### src/rtl/adder2_arb.sv
// Round-robin arbiter sharing one registered 2-bit adder among N_REQ requesters.
// Fixed IDLE -> BUSY -> DONE service cycle; one ack pulse per grant.

module adder2 (
    input  logic [1:0] a,
    input  logic [1:0] b,
    output logic [1:0] y
);
    assign y = a + b;
endmodule

module adder2_arb #(
    parameter int N_REQ = 4,
    parameter int ID_W  = 2
) (
    input  logic               clk,
    input  logic               rst,
    input  logic [N_REQ-1:0]   req,
    input  logic [2*N_REQ-1:0] a_bus,
    input  logic [2*N_REQ-1:0] b_bus,
    output logic [N_REQ-1:0]   ack,
    output logic [1:0]         y,
    output logic [ID_W-1:0]    y_id,
    output logic               busy
);
    typedef enum logic [1:0] {IDLE, BUSY, DONE} state_t;

    state_t          state, state_nxt;
    logic [ID_W-1:0] ptr, ptr_nxt, gnt_q, gnt_idx;
    logic [ID_W:0]   scan;
    logic [1:0]      a_q, b_q, sum;
    logic            found;

    adder2 u_add (.a(a_q), .b(b_q), .y(sum));

    // Scan upward from ptr with wrap; first hit wins. Works for non-power-of-two N_REQ.
    always_comb begin
        found   = 1'b0;
        gnt_idx = '0;
        scan    = '0;
        for (int k = 0; k < N_REQ; k++) begin
            scan = {1'b0, ptr} + (ID_W+1)'(k);
            if (scan >= (ID_W+1)'(N_REQ))
                scan = scan - (ID_W+1)'(N_REQ);
            if (!found && req[scan[ID_W-1:0]]) begin
                found   = 1'b1;
                gnt_idx = scan[ID_W-1:0];
            end
        end
        ptr_nxt = (gnt_idx == ID_W'(N_REQ-1)) ? '0 : gnt_idx + ID_W'(1);
    end

    always_comb begin
        state_nxt = state;
        case (state)
            IDLE:    if (found) state_nxt = BUSY;
            BUSY:    state_nxt = DONE;
            DONE:    state_nxt = IDLE;
            default: state_nxt = IDLE;
        endcase
    end

    always_ff @(posedge clk) begin
        if (rst) state <= IDLE;
        else     state <= state_nxt;
    end

    always_ff @(posedge clk) begin
        if (rst) begin
            ptr   <= '0;
            gnt_q <= '0;
            a_q   <= '0;
            b_q   <= '0;
            ack   <= '0;
            y     <= '0;
            y_id  <= '0;
            busy  <= 1'b0;
        end else begin
            busy <= (state_nxt != IDLE);
            case (state)
                IDLE: if (found) begin
                    // Operands are captured only here; later bus changes cannot disturb the add.
                    a_q   <= a_bus[{gnt_idx, 1'b0} +: 2];
                    b_q   <= b_bus[{gnt_idx, 1'b0} +: 2];
                    gnt_q <= gnt_idx;
                    ptr   <= ptr_nxt;
                end
                BUSY: begin
                    y    <= sum;
                    y_id <= gnt_q;
                    ack  <= N_REQ'(1) << gnt_q;
                end
                DONE:    ack <= '0;
                default: ack <= '0;
            endcase
        end
    end
endmodule

### config.mk
export PLATFORM = sky130hd
export DESIGN_NAME = adder2_arb
export DESIGN_NICKNAME = d
export VERILOG_FILES = /design/src/rtl/adder2_arb.sv
export SDC_FILE = /design/constraint.sdc
export NUM_CORES = 1
export LEC_CHECK = 0
export ABC_AREA = 1
export BUFFER_PORTS_ARGS = -buffer_cell sky130_fd_sc_hd__buf_2
export CAP_MARGIN = 10
export CORE_UTILIZATION = 38
export CTS_CLUSTER_SIZE = 20
export DETAILED_ROUTE_END_ITERATION = 8
export PLACE_DENSITY = 0.59
export SKIP_CTS_REPAIR_TIMING = 1
export SLEW_MARGIN = 15
export SYNTH_ARGS = -nofsm -noshare
export SYNTH_HDL_FRONTEND = slang
export SYNTH_SLANG_ARGS = --single-unit
### constraint.sdc
create_clock -name clk -period 2.6 [get_ports clk]
set_input_delay 0.39 -clock clk [delete_from_list [all_inputs] [get_ports clk]]
set_output_delay 0.39 -clock clk [all_outputs]
set_load 0.02 [all_outputs]
==> run_summary.xml, run 1 <==
<?xml version="1.0" encoding="UTF-8"?>
<metrics>
  <group name="sta">
    <metric name="timing.final.hold_violations" unit="">0</metric>
    <metric name="setup_violations" unit="">0</metric>
    <metric name="post-route-period-util" unit="%">82.92</metric>
    <metric name="fin_crit" unit="ns">2.156</metric>
    <metric name="worst_slew_pin_slew" unit="ns">0.5226</metric>
    <metric name="setup_tns" unit="ns">0</metric>
    <metric name="post_route_skew" unit="ns">0.0006695</metric>
    <metric name="finalHoldWorstSlack" unit="ns">0.3724</metric>
    <metric name="unrepaired_setup_endpoints_after_global_routing" unit="">no</metric>
    <metric name="slew_headroom" unit="%">65.03</metric>
    <metric name="max_fclk" unit="MHz">463.8</metric>
    <metric name="finalMaxSlewViolations" unit="">0</metric>
  </group>
  <group name="clock_network">
    <metric name="cts.sinks" unit="">19</metric>
    <metric name="clk_root_buffer_cell" unit="">clkbuf_4</metric>
    <metric name="clk_latency" unit="ns">0.29</metric>
    <metric name="clockBufferDepth" unit="">2</metric>
    <metric name="cts_inserted_buffers" unit="">3</metric>
    <metric name="clkSlewWorstSetupHoldPaths" unit="ns">0.10</metric>
    <metric name="cts_tree" unit="">yes</metric>
    <metric name="htree_num_levels" unit="">1</metric>
  </group>
  <group name="global_routing">
    <metric name="grtUsageMet2" unit="%">24.13</metric>
    <metric name="grt_util_met1" unit="%">23.23</metric>
    <metric name="track_usage" unit="%">16.10</metric>
    <metric name="grt_max_degree" unit="">14</metric>
    <metric name="grt_remaining_overflow" unit="">0</metric>
    <metric name="wire_length_of_the_first_global_routing_pass" unit="µm">4388</metric>
    <metric name="global_routing_s_busiest_layer" unit="">met2</metric>
    <metric name="grt_use_met3" unit="%">4.113</metric>
    <metric name="grt_antenna_before_repair" unit="">0</metric>
    <metric name="number_of_global_route_vias_before_repair" unit="">1042</metric>
  </group>
  <group name="synthesis">
    <metric name="synth-edff-count" unit="">0</metric>
    <metric name="synth_area_leaders" unit="">dfxtp_1, nand2_1, inv_1</metric>
    <metric name="netlist.area_leader.share" unit="%">29.75</metric>
    <metric name="synthMostInstantiatedCell" unit="">nand2_1</metric>
    <metric name="yosys_most_used_dff" unit="">dfxtp_1</metric>
    <metric name="post_synthesis_cell_type_with_the_largest_combined_area" unit="">dfxtp_1</metric>
    <metric name="syn-instance-count" unit="">190</metric>
    <metric name="net_count_synth" unit="">213</metric>
    <metric name="synth.yosys.warnings" unit="">0</metric>
    <metric name="yosys_register_bits" unit="">19</metric>
    <metric name="mean_instance_size_in_the_synthesized_netlist" unit="µm²">6.730</metric>
    <metric name="synth.cell_area" unit="µm²">1279</metric>
    <metric name="ys_types" unit="">26</metric>
    <metric name="synth_commonest_cells" unit="">nand2_1, inv_1, dfxtp_1</metric>
    <metric name="synth_seq_area_share" unit="%">29.75</metric>
    <metric name="asyncSetResetFlopFracSynth" unit="%">0</metric>
  </group>
  <group name="drt">
    <metric name="vias_per_cell" unit="">4.457</metric>
    <metric name="routed-via-count" unit="">1181</metric>
    <metric name="route.detailed.wl_per_inst" unit="µm">9.683</metric>
    <metric name="wl" unit="µm">2566</metric>
    <metric name="final_antenna_net_count" unit="">0</metric>
    <metric name="drt_iter0_drc" unit="">38</metric>
    <metric name="detail_route.drc_violations" unit="">0</metric>
    <metric name="detailedRoute.firstPassIterationCount" unit="">4</metric>
  </group>
  <group name="setup_path">
    <metric name="critical-path-max-stage-delay" unit="ns">0.64</metric>
    <metric name="rr_worst_depth" unit="">11</metric>
    <metric name="critical-path-slowest-cell" unit="">dfxtp_1</metric>
    <metric name="path_common_cell" unit="">nand2_1</metric>
    <metric name="worst-r2r-setup-slack" unit="ns">0.44</metric>
    <metric name="critical_path_peak_fanout" unit="">11</metric>
    <metric name="critical_path.reg2reg.startpoint" unit="">ptr[0]$_SDFFE_PP0P_</metric>
    <metric name="worstPathArrival" unit="ns">2.36</metric>
    <metric name="crit_path_cell_trace" unit="">nand2_1 -&gt; nand3_1 -&gt; nand2_2 -&gt; nor2_8 -&gt; nand3_4 -&gt; nand2_2 -&gt; inv_1 -&gt; nand2_1 -&gt; nor2_1 -&gt; nand2_1 -&gt; nand2_1</metric>
    <metric name="cp-start-kind" unit="">register</metric>
    <metric name="cp_endpoint_kind" unit="">register</metric>
    <metric name="cp.required" unit="ns">2.80</metric>
    <metric name="worst_r2r_endpoint" unit="">b_q[0]$_SDFFE_PP0P_</metric>
    <metric name="worst-setup-path-type" unit="">register to register</metric>
  </group>
  <group name="place">
    <metric name="dpl.hpwl" unit="µm">2085</metric>
    <metric name="portBuffers" unit="">30</metric>
    <metric name="routabilityCongestion" unit="">0.7985</metric>
    <metric name="numPlacedInstances" unit="">261</metric>
  </group>
  <group name="status">
    <metric name="outcome" unit="">finished, final reports clean</metric>
  </group>
  <group name="finish">
    <metric name="filler_cell_count" unit="">358</metric>
    <metric name="areaGrowthSynthToFinish" unit="%">16.14</metric>
    <metric name="finish.utilization" unit="%">47.48</metric>
    <metric name="layout.cells.non_filler" unit="">265</metric>
    <metric name="finalNetCount" unit="">245</metric>
    <metric name="antenna_cells" unit="">0</metric>
    <metric name="final_layout_size_suffix_gt1_share" unit="%">29.41</metric>
  </group>
  <group name="pwr">
    <metric name="power-per-cell-area" unit="nW/µm²">1126</metric>
    <metric name="power_frac_comb" unit="%">64.7</metric>
    <metric name="netSwitchingFraction" unit="%">52.51</metric>
    <metric name="ir_worst_vdd" unit="mV">0.4767</metric>
    <metric name="cell_internal_power" unit="mW">0.7944</metric>
    <metric name="power.static_leakage" unit="nW">0.8135</metric>
    <metric name="power.clock.fraction" unit="%">8.6</metric>
    <metric name="switching_power" unit="mW">0.8782</metric>
    <metric name="pwr-share-seq" unit="%">26.6</metric>
  </group>
  <group name="worst_hold_path">
    <metric name="min-delay-path-class" unit="">input port to register</metric>
    <metric name="hp-start" unit="">a_bus[7]</metric>
    <metric name="hold_path_end" unit="">a_q[1]$_SDFFE_PP0P_</metric>
    <metric name="min_path_cells" unit="">5</metric>
  </group>
  <group name="floorplanning">
    <metric name="core.rowCount" unit="">20</metric>
    <metric name="floorplan.die.height" unit="µm">60.01</metric>
    <metric name="die_w" unit="µm">60.01</metric>
    <metric name="dieArea" unit="µm²">3601</metric>
    <metric name="effective_utilization_at_floorplan" unit="%">40.88</metric>
    <metric name="fp.coreArea" unit="µm²">3128</metric>
    <metric name="ioPinCount" unit="">31</metric>
  </group>
  <group name="job">
    <metric name="drv_cap" unit="">0</metric>
  </group>
</metrics>
==> area by class of cell <==
class / instances / area (µm²) / area share [%]
timing repair buffer: 30 / 150.1 / 10.11
sequential: 19 / 380.4 / 25.61
clock buffer: 3 / 22.52 / 1.516
inverter: 26 / 105.1 / 7.077
tap: 44 / 55.05 / 3.707
multi-input combinational: 142 / 767.0 / 51.64
clock inverter: 1 / 5.005 / 0.3370
==> routing by layer <==
metal  wire [µm]  vias to the layer above
met4          13                        0
met3         108                        2
met2        1047                       29
met5           0                        -
li1            -                      661
met1        1397                      489
==> through the flow <==
| step | power (mW) | setup slack, ns | instance area (µm²) |
|---|---|---|---|
| final | 1.673 | 0.4440 | 1485 |
| after global placement | 1.543 | 0.5213 | 1458 |
| after floorplan | 1.365 | 1.011 | 1279 |
| after detailed placement | 1.541 | 0.4518 | 1458 |
| after CTS | 1.692 | 0.4261 | 1485 |
| after global routing | 1.861 | 0.2307 | 1485 |
==> how the worst max path moves through the flow <==
stage	startpoint	end	slack (ns)	cells past startpoint
after CTS	ptr[0]$_SDFFE_PP0P_	b_q[0]$_SDFFE_PP0P_	0.43	11
after global placement	ptr[0]$_SDFFE_PP0P_	a_q[1]$_SDFFE_PP0P_	0.52	11
after global routing	ptr[0]$_SDFFE_PP0P_	b_q[0]$_SDFFE_PP0P_	0.23	11
final	ptr[0]$_SDFFE_PP0P_	b_q[0]$_SDFFE_PP0P_	0.44	11
after detailed placement	ptr[0]$_SDFFE_PP0P_	b_q[0]$_SDFFE_PP0P_	0.45	11
after floorplan	ptr[0]$_SDFFE_PP0P_	ptr[1]$_SDFFE_PP0P_	1.01	14
==> flip-flops by register name, indices dropped and copies added, names as in the netlist <==
signal and cells:
a_q 2, ack 4, b_q 2, busy 1
gnt_q 2, ptr 2, state 2, y 2
y_id 2
==> cell families after synthesis <==
kind of cell / after synthesis / share of synthesized area, %
flip-flops: 19 / 29.75
AND/OR/NAND/NOR: 125 / 49.22
adder cells (fa/ha/maj): 1 / 0.9783
AO/OA/AOI/OAI: 14 / 8.415
XOR/XNOR: 2 / 1.370
buffers and inverters: 29 / 10.27
==> placed cells by master, fill, tap and decap left out <==
cell	Yosys	final
inv_8	1	1
nor2_4	1	1
inv_2	3	3
o21ai_1	1	1
inv_1	22	22
nand4_1	5	5
nor2_8	1	1
dfxtp_1	19	19
nand3_1	12	12
xnor2_1	2	2
nand4_2	1	1
nor2_1	11	11
o21ai_0	3	3
a21oi_4	1	1
a211oi_2	3	3
clkinv_2	0	1
a21oi_1	5	5
nand2_4	4	4
ha_1	1	1
a32oi_1	1	1
clkbuf_4	0	3
buf_2	0	30
nand3_2	2	2
nand2_1	74	74
nand3_4	2	2
nand2_2	11	11
nor2_2	1	1
==> power groups by stage <==
stage,Clock (mW),Combinational [mW],Sequential [mW]
after global routing,0.160,1.24,0.456
after floorplan,0,0.906,0.460
final,0.145,1.08,0.445
after detailed placement,0,1.09,0.452
after global placement,0,1.09,0.452
after CTS,0.152,1.09,0.445
==> worst max-delay path, delay by kind of cell, from the launching register on <==
| kind | cells | cell delay [ns] |
|---|---|---|
| buffers and inverters | 1 | 0.12 |
| AND/OR/NAND/NOR | 10 | 1.28 |
| flip-flops | 1 | 0.64 |
No activity file was read; power rests on OpenSTA's default activity.
==> run 2, diff against run 1 <==
--- a/config.mk
+++ b/config.mk
@@ -5,13 +5,13 @@
 export SDC_FILE = /design/constraint.sdc
 export NUM_CORES = 1
 export LEC_CHECK = 0
-export ABC_AREA = 1
+export ABC_AREA = 0
 export BUFFER_PORTS_ARGS = -buffer_cell sky130_fd_sc_hd__buf_2
 export CAP_MARGIN = 10
 export CORE_UTILIZATION = 38
 export CTS_CLUSTER_SIZE = 20
 export DETAILED_ROUTE_END_ITERATION = 8
-export PLACE_DENSITY = 0.59
+export PLACE_DENSITY = 0.64
 export SKIP_CTS_REPAIR_TIMING = 1
 export SLEW_MARGIN = 15
 export SYNTH_ARGS = -nofsm -noshare
==> constraint.sdc (replaced) <==
create_clock -name clk -period 1.79 [get_ports clk]
set_input_delay 0.2685 -clock clk [delete_from_list [all_inputs] [get_ports clk]]
set_output_delay 0.2685 -clock clk [all_outputs]
set_load 0.02 [all_outputs]
==> run 2 against run 1 <==
  * Final cell count is 40% lower
  * Critical path type unchanged
  * Total power is 40% lower
  * Sequential share of layout area is 7.9 points higher
  * Design area is 24% lower
  * Count of clock-buffer cells in the layout is 1 higher
  * Synthesized cell count is 47% lower
  * Fmax is 35% higher
  * Via count is 28% lower
==> run_summary.xml, run 2 <==
<?xml version="1.0" encoding="UTF-8"?>
<metrics>
  <group name="status">
    <metric name="outcome" unit="">finished, final reports clean</metric>
  </group>
  <group name="setup_path">
    <metric name="cp_endpoint_kind" unit="">register</metric>
    <metric name="critical-path-max-stage-delay" unit="ns">0.51</metric>
    <metric name="crit_path_cell_trace" unit="">a21boi_0 -&gt; o221ai_2 -&gt; mux2i_1 -&gt; o221ai_1</metric>
    <metric name="critical-path-slowest-cell" unit="">o221ai_2</metric>
    <metric name="cp.required" unit="ns">1.97</metric>
    <metric name="cp_num_buf_inv" unit="">0</metric>
    <metric name="cp-start-kind" unit="">register</metric>
    <metric name="timing.critical_path.max_delay_family" unit="">compound AO/OA/AOI/OAI gates</metric>
    <metric name="worst-setup-path-type" unit="">register to register</metric>
    <metric name="critical_path.reg2reg.startpoint" unit="">ptr[1]$_SDFFE_PP0P_</metric>
    <metric name="worstPathArrival" unit="ns">1.78</metric>
    <metric name="worst-r2r-setup-slack" unit="ns">0.19</metric>
    <metric name="critical_path_peak_fanout" unit="">8</metric>
    <metric name="worst_r2r_endpoint" unit="">a_q[1]$_SDFFE_PP0P_</metric>
    <metric name="rr_worst_depth" unit="">4</metric>
  </group>
  <group name="worst_hold_path">
    <metric name="min-delay-path-class" unit="">input port to register</metric>
    <metric name="min_path_cells" unit="">3</metric>
    <metric name="hp-start" unit="">a_bus[3]</metric>
    <metric name="hold_path_end" unit="">a_q[1]$_SDFFE_PP0P_</metric>
  </group>
  <group name="sta">
    <metric name="finalHoldWorstSlack" unit="ns">0.2715</metric>
    <metric name="finalWorstSetupSlack" unit="ns">0.1908</metric>
    <metric name="worst_slew_pin_slew" unit="ns">0.5852</metric>
    <metric name="timing.final.hold_violations" unit="">0</metric>
    <metric name="setup_violations" unit="">0</metric>
    <metric name="fin_crit" unit="ns">1.599</metric>
    <metric name="finalMaxSlewViolations" unit="">0</metric>
    <metric name="post_route_skew" unit="ns">0.005917</metric>
    <metric name="slew_headroom" unit="%">60.98</metric>
    <metric name="unrepaired_setup_endpoints_after_global_routing" unit="">no</metric>
    <metric name="max_fclk" unit="MHz">625.3</metric>
    <metric name="post-route-period-util" unit="%">89.34</metric>
    <metric name="setup_tns" unit="ns">0</metric>
  </group>
  <group name="synthesis">
    <metric name="synth.cell_area" unit="µm²">942.2</metric>
    <metric name="synth-simple-area-share" unit="%">19.39</metric>
    <metric name="netlist.area_leader.share" unit="%">40.37</metric>
    <metric name="net_count_synth" unit="">123</metric>
    <metric name="synth_seq_area_share" unit="%">40.37</metric>
    <metric name="mean_instance_size_in_the_synthesized_netlist" unit="µm²">9.422</metric>
    <metric name="synthAdderAreaFrac" unit="%">1.328</metric>
    <metric name="synthXorXnorAreaFrac" unit="%">1.859</metric>
    <metric name="largest_family_of_logic_cells_by_synthesized_area" unit="">simple AND/OR/NAND/NOR gates</metric>
    <metric name="syn-instance-count" unit="">100</metric>
    <metric name="synthMostInstantiatedCell" unit="">dfxtp_1</metric>
    <metric name="synth_commonest_cells" unit="">dfxtp_1, mux2i_1, nand2_1, nor2_1</metric>
    <metric name="yosys_register_bits" unit="">19</metric>
    <metric name="synthMuxAreaShare" unit="%">17.00</metric>
    <metric name="synth-compound-area-share" unit="%">15.80</metric>
    <metric name="synth_area_leaders" unit="">dfxtp_1, mux2i_1, o221ai_1</metric>
    <metric name="ys_types" unit="">32</metric>
    <metric name="synth-edff-count" unit="">0</metric>
    <metric name="yosys_most_used_dff" unit="">dfxtp_1</metric>
    <metric name="post_synthesis_cell_type_with_the_largest_combined_area" unit="">dfxtp_1</metric>
    <metric name="asyncSetResetFlopFracSynth" unit="%">0</metric>
    <metric name="synth.yosys.warnings" unit="">0</metric>
  </group>
  <group name="finish">
    <metric name="antenna_cells" unit="">0</metric>
    <metric name="final_layout_size_suffix_gt1_share" unit="%">28.46</metric>
    <metric name="largest_register_ffs" unit="">4</metric>
    <metric name="areaGrowthSynthToFinish" unit="%">20.58</metric>
    <metric name="filler_cell_count" unit="">206</metric>
    <metric name="final_common_cell" unit="">buf_2</metric>
    <metric name="final_area" unit="µm²">1136</metric>
    <metric name="final_cell_mix" unit="">buf_2, dfxtp_1, mux2i_1, nand2_1, nor2_1</metric>
    <metric name="finalNetCount" unit="">154</metric>
    <metric name="layout.cells.non_filler" unit="">158</metric>
    <metric name="finish.utilization" unit="%">49.92</metric>
    <metric name="register_containing_the_most_flip_flops_in_the_final_layout" unit="">ack</metric>
  </group>
  <group name="clock_network">
    <metric name="clk_latency" unit="ns">0.29</metric>
    <metric name="clk_root_buffer_cell" unit="">clkbuf_4</metric>
    <metric name="clockBufferDepth" unit="">2</metric>
    <metric name="cts_inserted_buffers" unit="">3</metric>
    <metric name="htree_num_levels" unit="">1</metric>
    <metric name="cts_tree" unit="">yes</metric>
    <metric name="clkSlewWorstSetupHoldPaths" unit="ns">0.11</metric>
    <metric name="cts.sinks" unit="">19</metric>
  </group>
  <group name="drt">
    <metric name="drt_iter0_drc" unit="">11</metric>
    <metric name="routed-via-count" unit="">847</metric>
    <metric name="vias_per_cell" unit="">5.361</metric>
    <metric name="final_antenna_net_count" unit="">0</metric>
    <metric name="detailedRoute.firstPassIterationCount" unit="">4</metric>
    <metric name="route.detailed.wl_per_inst" unit="µm">12.26</metric>
    <metric name="wl" unit="µm">1937</metric>
    <metric name="detail_route.drc_violations" unit="">0</metric>
  </group>
  <group name="floorplanning">
    <metric name="die_w" unit="µm">51.80</metric>
    <metric name="effective_utilization_at_floorplan" unit="%">41.40</metric>
    <metric name="fp.coreArea" unit="µm²">2276</metric>
    <metric name="core.rowCount" unit="">17</metric>
    <metric name="dieArea" unit="µm²">2683</metric>
    <metric name="floorplan.die.height" unit="µm">51.80</metric>
    <metric name="ioPinCount" unit="">31</metric>
  </group>
  <group name="pwr">
    <metric name="power.static_leakage" unit="nW">0.5373</metric>
    <metric name="power-per-cell-area" unit="nW/µm²">884.1</metric>
    <metric name="ir_worst_vdd" unit="mV">0.4128</metric>
    <metric name="finalPower" unit="mW">1.004</metric>
  </group>
  <group name="job">
    <metric name="drv_cap" unit="">0</metric>
  </group>
  <group name="global_routing">
    <metric name="grt_antenna_before_repair" unit="">0</metric>
    <metric name="wire_length_of_the_first_global_routing_pass" unit="µm">3312</metric>
    <metric name="number_of_global_route_vias_before_repair" unit="">793</metric>
    <metric name="track_usage" unit="%">16.34</metric>
    <metric name="grt_max_degree" unit="">17</metric>
    <metric name="grt_remaining_overflow" unit="">0</metric>
  </group>
  <group name="place">
    <metric name="dpl_cell_area" unit="µm²">1110</metric>
    <metric name="numPlacedInstances" unit="">154</metric>
    <metric name="routabilityCongestion" unit="">0.8437</metric>
    <metric name="dpl.hpwl" unit="µm">1484</metric>
    <metric name="portBuffers" unit="">30</metric>
    <metric name="dp_slack" unit="ns">0.1551</metric>
  </group>
</metrics>
-- run 2: final cells by class --
class                   instances  area, µm²  area share (%)
multi-input cells              73      521.8           45.93
flip-flops and latches         19      380.4           33.48
repair buffers                 32      165.2           14.54
well taps                      28      35.03           3.084
clock buffers                   4      26.28           2.313
inverters                       2      7.507          0.6608
-- run 2: worst min-delay path, stage by stage --
cell and delay, ns:
buf_2 0.07, mux2i_1 0.06, o221ai_1 0.14
-- run 2: per-layer routing --
metal	vias up	global-route usage, %	share of wire [%]
met4	0	6.757	0
li1	425	-	-
met1	393	20.18	48
met2	29	27.06	47
met5	-	0	0
met3	0	3.801	5.0
-- run 2: cell families (layout without fill, tap and decap cells) --
group / after synthesis / in the layout
adders and majority gates: 1 / 1
and+or+nand+nor: 35 / 35
DFF: 19 / 19
AOI/OAI and AO/OA: 19 / 19
buffers and inverters: 8 / 38
muxes: 16 / 16
xor gates and xnor gates: 2 / 2
-- run 2: how the worst max path moves through the flow --
stage | start | endpoint | slack [ns] | depth (start not counted)
floorplan | state[0]$_SDFF_PP0_ | ptr[0]$_SDFFE_PP0P_ | 0.23 | 5
global placement | req[3] | ptr[0]$_SDFFE_PP0P_ | 0.17 | 5
detailed placement | req[1] | ptr[0]$_SDFFE_PP0P_ | 0.16 | 5
CTS | ptr[1]$_SDFFE_PP0P_ | a_q[1]$_SDFFE_PP0P_ | 0.16 | 4
global route | ptr[1]$_SDFFE_PP0P_ | b_q[0]$_SDFFE_PP0P_ | 0.05 | 4
finish | ptr[1]$_SDFFE_PP0P_ | a_q[1]$_SDFFE_PP0P_ | 0.19 | 4
-- run 2: report_power, final --
group / internal, mW / leakage, nW / switching (mW)
sequential: 0.471 / 0.156 / 0.0386
clock: 0.0866 / 0.0150 / 0.126
combinational: 0.134 / 0.366 / 0.148
==> run 3, diff against run 2 <==
--- a/config.mk
+++ b/config.mk
@@ -11,7 +11,7 @@
 export CORE_UTILIZATION = 38
 export CTS_CLUSTER_SIZE = 20
 export DETAILED_ROUTE_END_ITERATION = 8
-export PLACE_DENSITY = 0.64
+export PLACE_DENSITY = 0.62
 export SKIP_CTS_REPAIR_TIMING = 1
 export SLEW_MARGIN = 15
 export SYNTH_ARGS = -nofsm -noshare
==> constraint.sdc (replaced) <==
create_clock -name clk -period 1.57 [get_ports clk]
set_input_delay 0.2355 -clock clk [delete_from_list [all_inputs] [get_ports clk]]
set_output_delay 0.2355 -clock clk [all_outputs]
set_load 0.02 [all_outputs]
==> run 3 against run 2 <==
  * Flip-flop and latch count stayed put
  * Hold slack worse by 0.15 ns
  * Worst setup slack worse by 0.13 ns
  * Global-route usage is 0.75 points higher
  * Critical path depth stayed put
  * First-iteration DRC count is 64% lower
  * Total power is 17% higher
  * Combinational power is 22% higher
  * Core utilization is 1.9 points higher
  * Critical path type unchanged
==> run_summary.xml, run 3 (synthesis gave the netlist of run 2 again) <==
<?xml version="1.0" encoding="UTF-8"?>
<metrics>
  <group name="status">
    <metric name="outcome" unit="">finished, final reports clean</metric>
  </group>
  <group name="drt">
    <metric name="detail_route.drc_violations" unit="">0</metric>
    <metric name="routed-via-count" unit="">856</metric>
    <metric name="vias_per_cell" unit="">5.317</metric>
    <metric name="final_antenna_net_count" unit="">0</metric>
    <metric name="wl" unit="µm">1992</metric>
    <metric name="route.detailed.wl_per_inst" unit="µm">12.37</metric>
    <metric name="detailedRoute.firstPassIterationCount" unit="">4</metric>
    <metric name="drt_iter0_drc" unit="">4</metric>
  </group>
  <group name="clock_network">
    <metric name="htree_num_levels" unit="">1</metric>
    <metric name="clkSlewWorstSetupHoldPaths" unit="ns">0.11</metric>
    <metric name="clockBufferDepth" unit="">2</metric>
    <metric name="cts_tree" unit="">yes</metric>
    <metric name="clk_root_buffer_cell" unit="">clkbuf_4</metric>
    <metric name="clk_latency" unit="ns">0.30</metric>
    <metric name="cts.sinks" unit="">19</metric>
    <metric name="cts_inserted_buffers" unit="">3</metric>
  </group>
  <group name="finish">
    <metric name="areaGrowthSynthToFinish" unit="%">25.23</metric>
    <metric name="antenna_cells" unit="">0</metric>
    <metric name="final_layout_size_suffix_gt1_share" unit="%">33.83</metric>
    <metric name="finalNetCount" unit="">157</metric>
    <metric name="register_containing_the_most_flip_flops_in_the_final_layout" unit="">ack</metric>
    <metric name="final_area" unit="µm²">1180</metric>
    <metric name="largest_register_ffs" unit="">4</metric>
    <metric name="final_common_cell" unit="">buf_2</metric>
    <metric name="final_cell_mix" unit="">buf_2, dfxtp_1, mux2i_1, nand2_1, nor2_1</metric>
    <metric name="finish.utilization" unit="%">51.84</metric>
  </group>
  <group name="setup_path">
    <metric name="critical-path-slowest-cell" unit="">dfxtp_2</metric>
    <metric name="critical-path-max-stage-delay" unit="ns">0.40</metric>
    <metric name="worstPathArrival" unit="ns">1.70</metric>
    <metric name="critical_path_peak_fanout" unit="">6</metric>
    <metric name="worst-setup-path-type" unit="">register to register</metric>
    <metric name="cp_endpoint_kind" unit="">register</metric>
    <metric name="cp-start-kind" unit="">register</metric>
    <metric name="cp.required" unit="ns">1.76</metric>
    <metric name="crit_path_cell_trace" unit="">mux2i_2 -&gt; o21ai_1 -&gt; or3_1 -&gt; and3_1</metric>
  </group>
  <group name="floorplanning">
    <metric name="fp.coreArea" unit="µm²">2276</metric>
    <metric name="effective_utilization_at_floorplan" unit="%">41.40</metric>
    <metric name="core.rowCount" unit="">17</metric>
    <metric name="ioPinCount" unit="">31</metric>
    <metric name="floorplan.die.height" unit="µm">51.80</metric>
    <metric name="dieArea" unit="µm²">2683</metric>
    <metric name="die_w" unit="µm">51.80</metric>
  </group>
  <group name="place">
    <metric name="routabilityCongestion" unit="">0.7310</metric>
    <metric name="portBuffers" unit="">30</metric>
    <metric name="dpl.hpwl" unit="µm">1558</metric>
    <metric name="dp_slack" unit="ns">-0.009640</metric>
    <metric name="dpl_cell_area" unit="µm²">1132</metric>
  </group>
  <group name="pwr">
    <metric name="netSwitchingFraction" unit="%">31.53</metric>
    <metric name="power_frac_comb" unit="%">29.4</metric>
    <metric name="cell_internal_power" unit="mW">0.8012</metric>
    <metric name="power-per-cell-area" unit="nW/µm²">991.8</metric>
    <metric name="ir_worst_vdd" unit="mV">0.7148</metric>
    <metric name="power.static_leakage" unit="nW">0.5586</metric>
    <metric name="finalPower" unit="mW">1.170</metric>
    <metric name="power.clock.fraction" unit="%">20.8</metric>
    <metric name="pwr-share-seq" unit="%">49.8</metric>
    <metric name="switching_power" unit="mW">0.3690</metric>
  </group>
  <group name="sta">
    <metric name="fin_crit" unit="ns">1.510</metric>
    <metric name="post_route_skew" unit="ns">0.009740</metric>
    <metric name="max_fclk" unit="MHz">662.2</metric>
    <metric name="unrepaired_setup_endpoints_after_global_routing" unit="">yes</metric>
    <metric name="setup_violations" unit="">0</metric>
    <metric name="finalMaxSlewViolations" unit="">0</metric>
    <metric name="slew_headroom" unit="%">72.94</metric>
    <metric name="finalWorstSetupSlack" unit="ns">0.05983</metric>
    <metric name="timing.final.hold_violations" unit="">0</metric>
    <metric name="post-route-period-util" unit="%">96.19</metric>
    <metric name="worst_slew_pin_slew" unit="ns">0.4060</metric>
  </group>
  <group name="job">
    <metric name="drv_cap" unit="">0</metric>
  </group>
  <group name="global_routing">
    <metric name="track_usage" unit="%">17.09</metric>
    <metric name="number_of_global_route_vias_before_repair" unit="">792</metric>
    <metric name="grt_antenna_before_repair" unit="">0</metric>
    <metric name="wire_length_of_the_first_global_routing_pass" unit="µm">3387</metric>
    <metric name="grt_max_degree" unit="">16</metric>
    <metric name="grt_remaining_overflow" unit="">0</metric>
  </group>
  <group name="worst_hold_path">
    <metric name="min-delay-path-class" unit="">input port to register</metric>
  </group>
</metrics>
[run 3: layout make-up]
| type | instances | area, µm² |
|---|---|---|
| Inverter | 2 | 7.507 |
| Clock inverter | 1 | 5.005 |
| Tap cell | 28 | 35.03 |
| Clock buffer | 3 | 22.52 |
| Fill cell | 235 | 1096 |
| Multi-Input combinational cell | 73 | 539.3 |
| Timing Repair Buffer | 35 | 187.7 |
| Sequential cell | 19 | 382.9 |
[run 3: per-layer routing]
layer	wire length, µm	GRT usage, %
met5	0	0
met3	98	5.556
met2	1002	29.87
met1	877	20.04
met4	13	4.054
[run 3: final timing paths]
kind,start,end,slack [ns],cells after the start
min,rst,state[0]$_SDFF_PP0_,0.12,2
max,ptr[1]$_SDFFE_PP0P_,ptr[0]$_SDFFE_PP0P_,0.06,4
max reg2reg,ptr[1]$_SDFFE_PP0P_,ptr[0]$_SDFFE_PP0P_,0.06,4
min reg2reg,a_q[1]$_SDFFE_PP0P_,a_q[1]$_SDFFE_PP0P_,0.50,2
[run 3: stage by stage]
step / TNS, ns / instances / hold slack, ns
2_1_floorplan: 0 / 100 / 0.4351
3_3_place_gp: 0 / 157 / 0.4385
3_5_place_dp: -0.01766 / 157 / 0.4398
4_1_cts: -0.07426 / 161 / 0.1180
5_1_grt: -0.06781 / 161 / 0.1144
6_report: 0 / 161 / 0.1229
[run 3: critical path: cells and delay by family (launching register included)]
kind / cells / cell delay (ns)
compound gates: 1 / 0.14
flops: 1 / 0.40
mux: 1 / 0.32
simple gates: 2 / 0.54
[run 3: power by group through the flow]
stage                     registers [mW]  logic [mW]  clock network [mW]
after global routing               0.592       0.380               0.276
final                              0.583       0.344               0.243
after CTS                          0.579       0.334               0.254
after floorplan                    0.601       0.226                   0
after detailed placement           0.590       0.334                   0
after global placement             0.590       0.327                   0
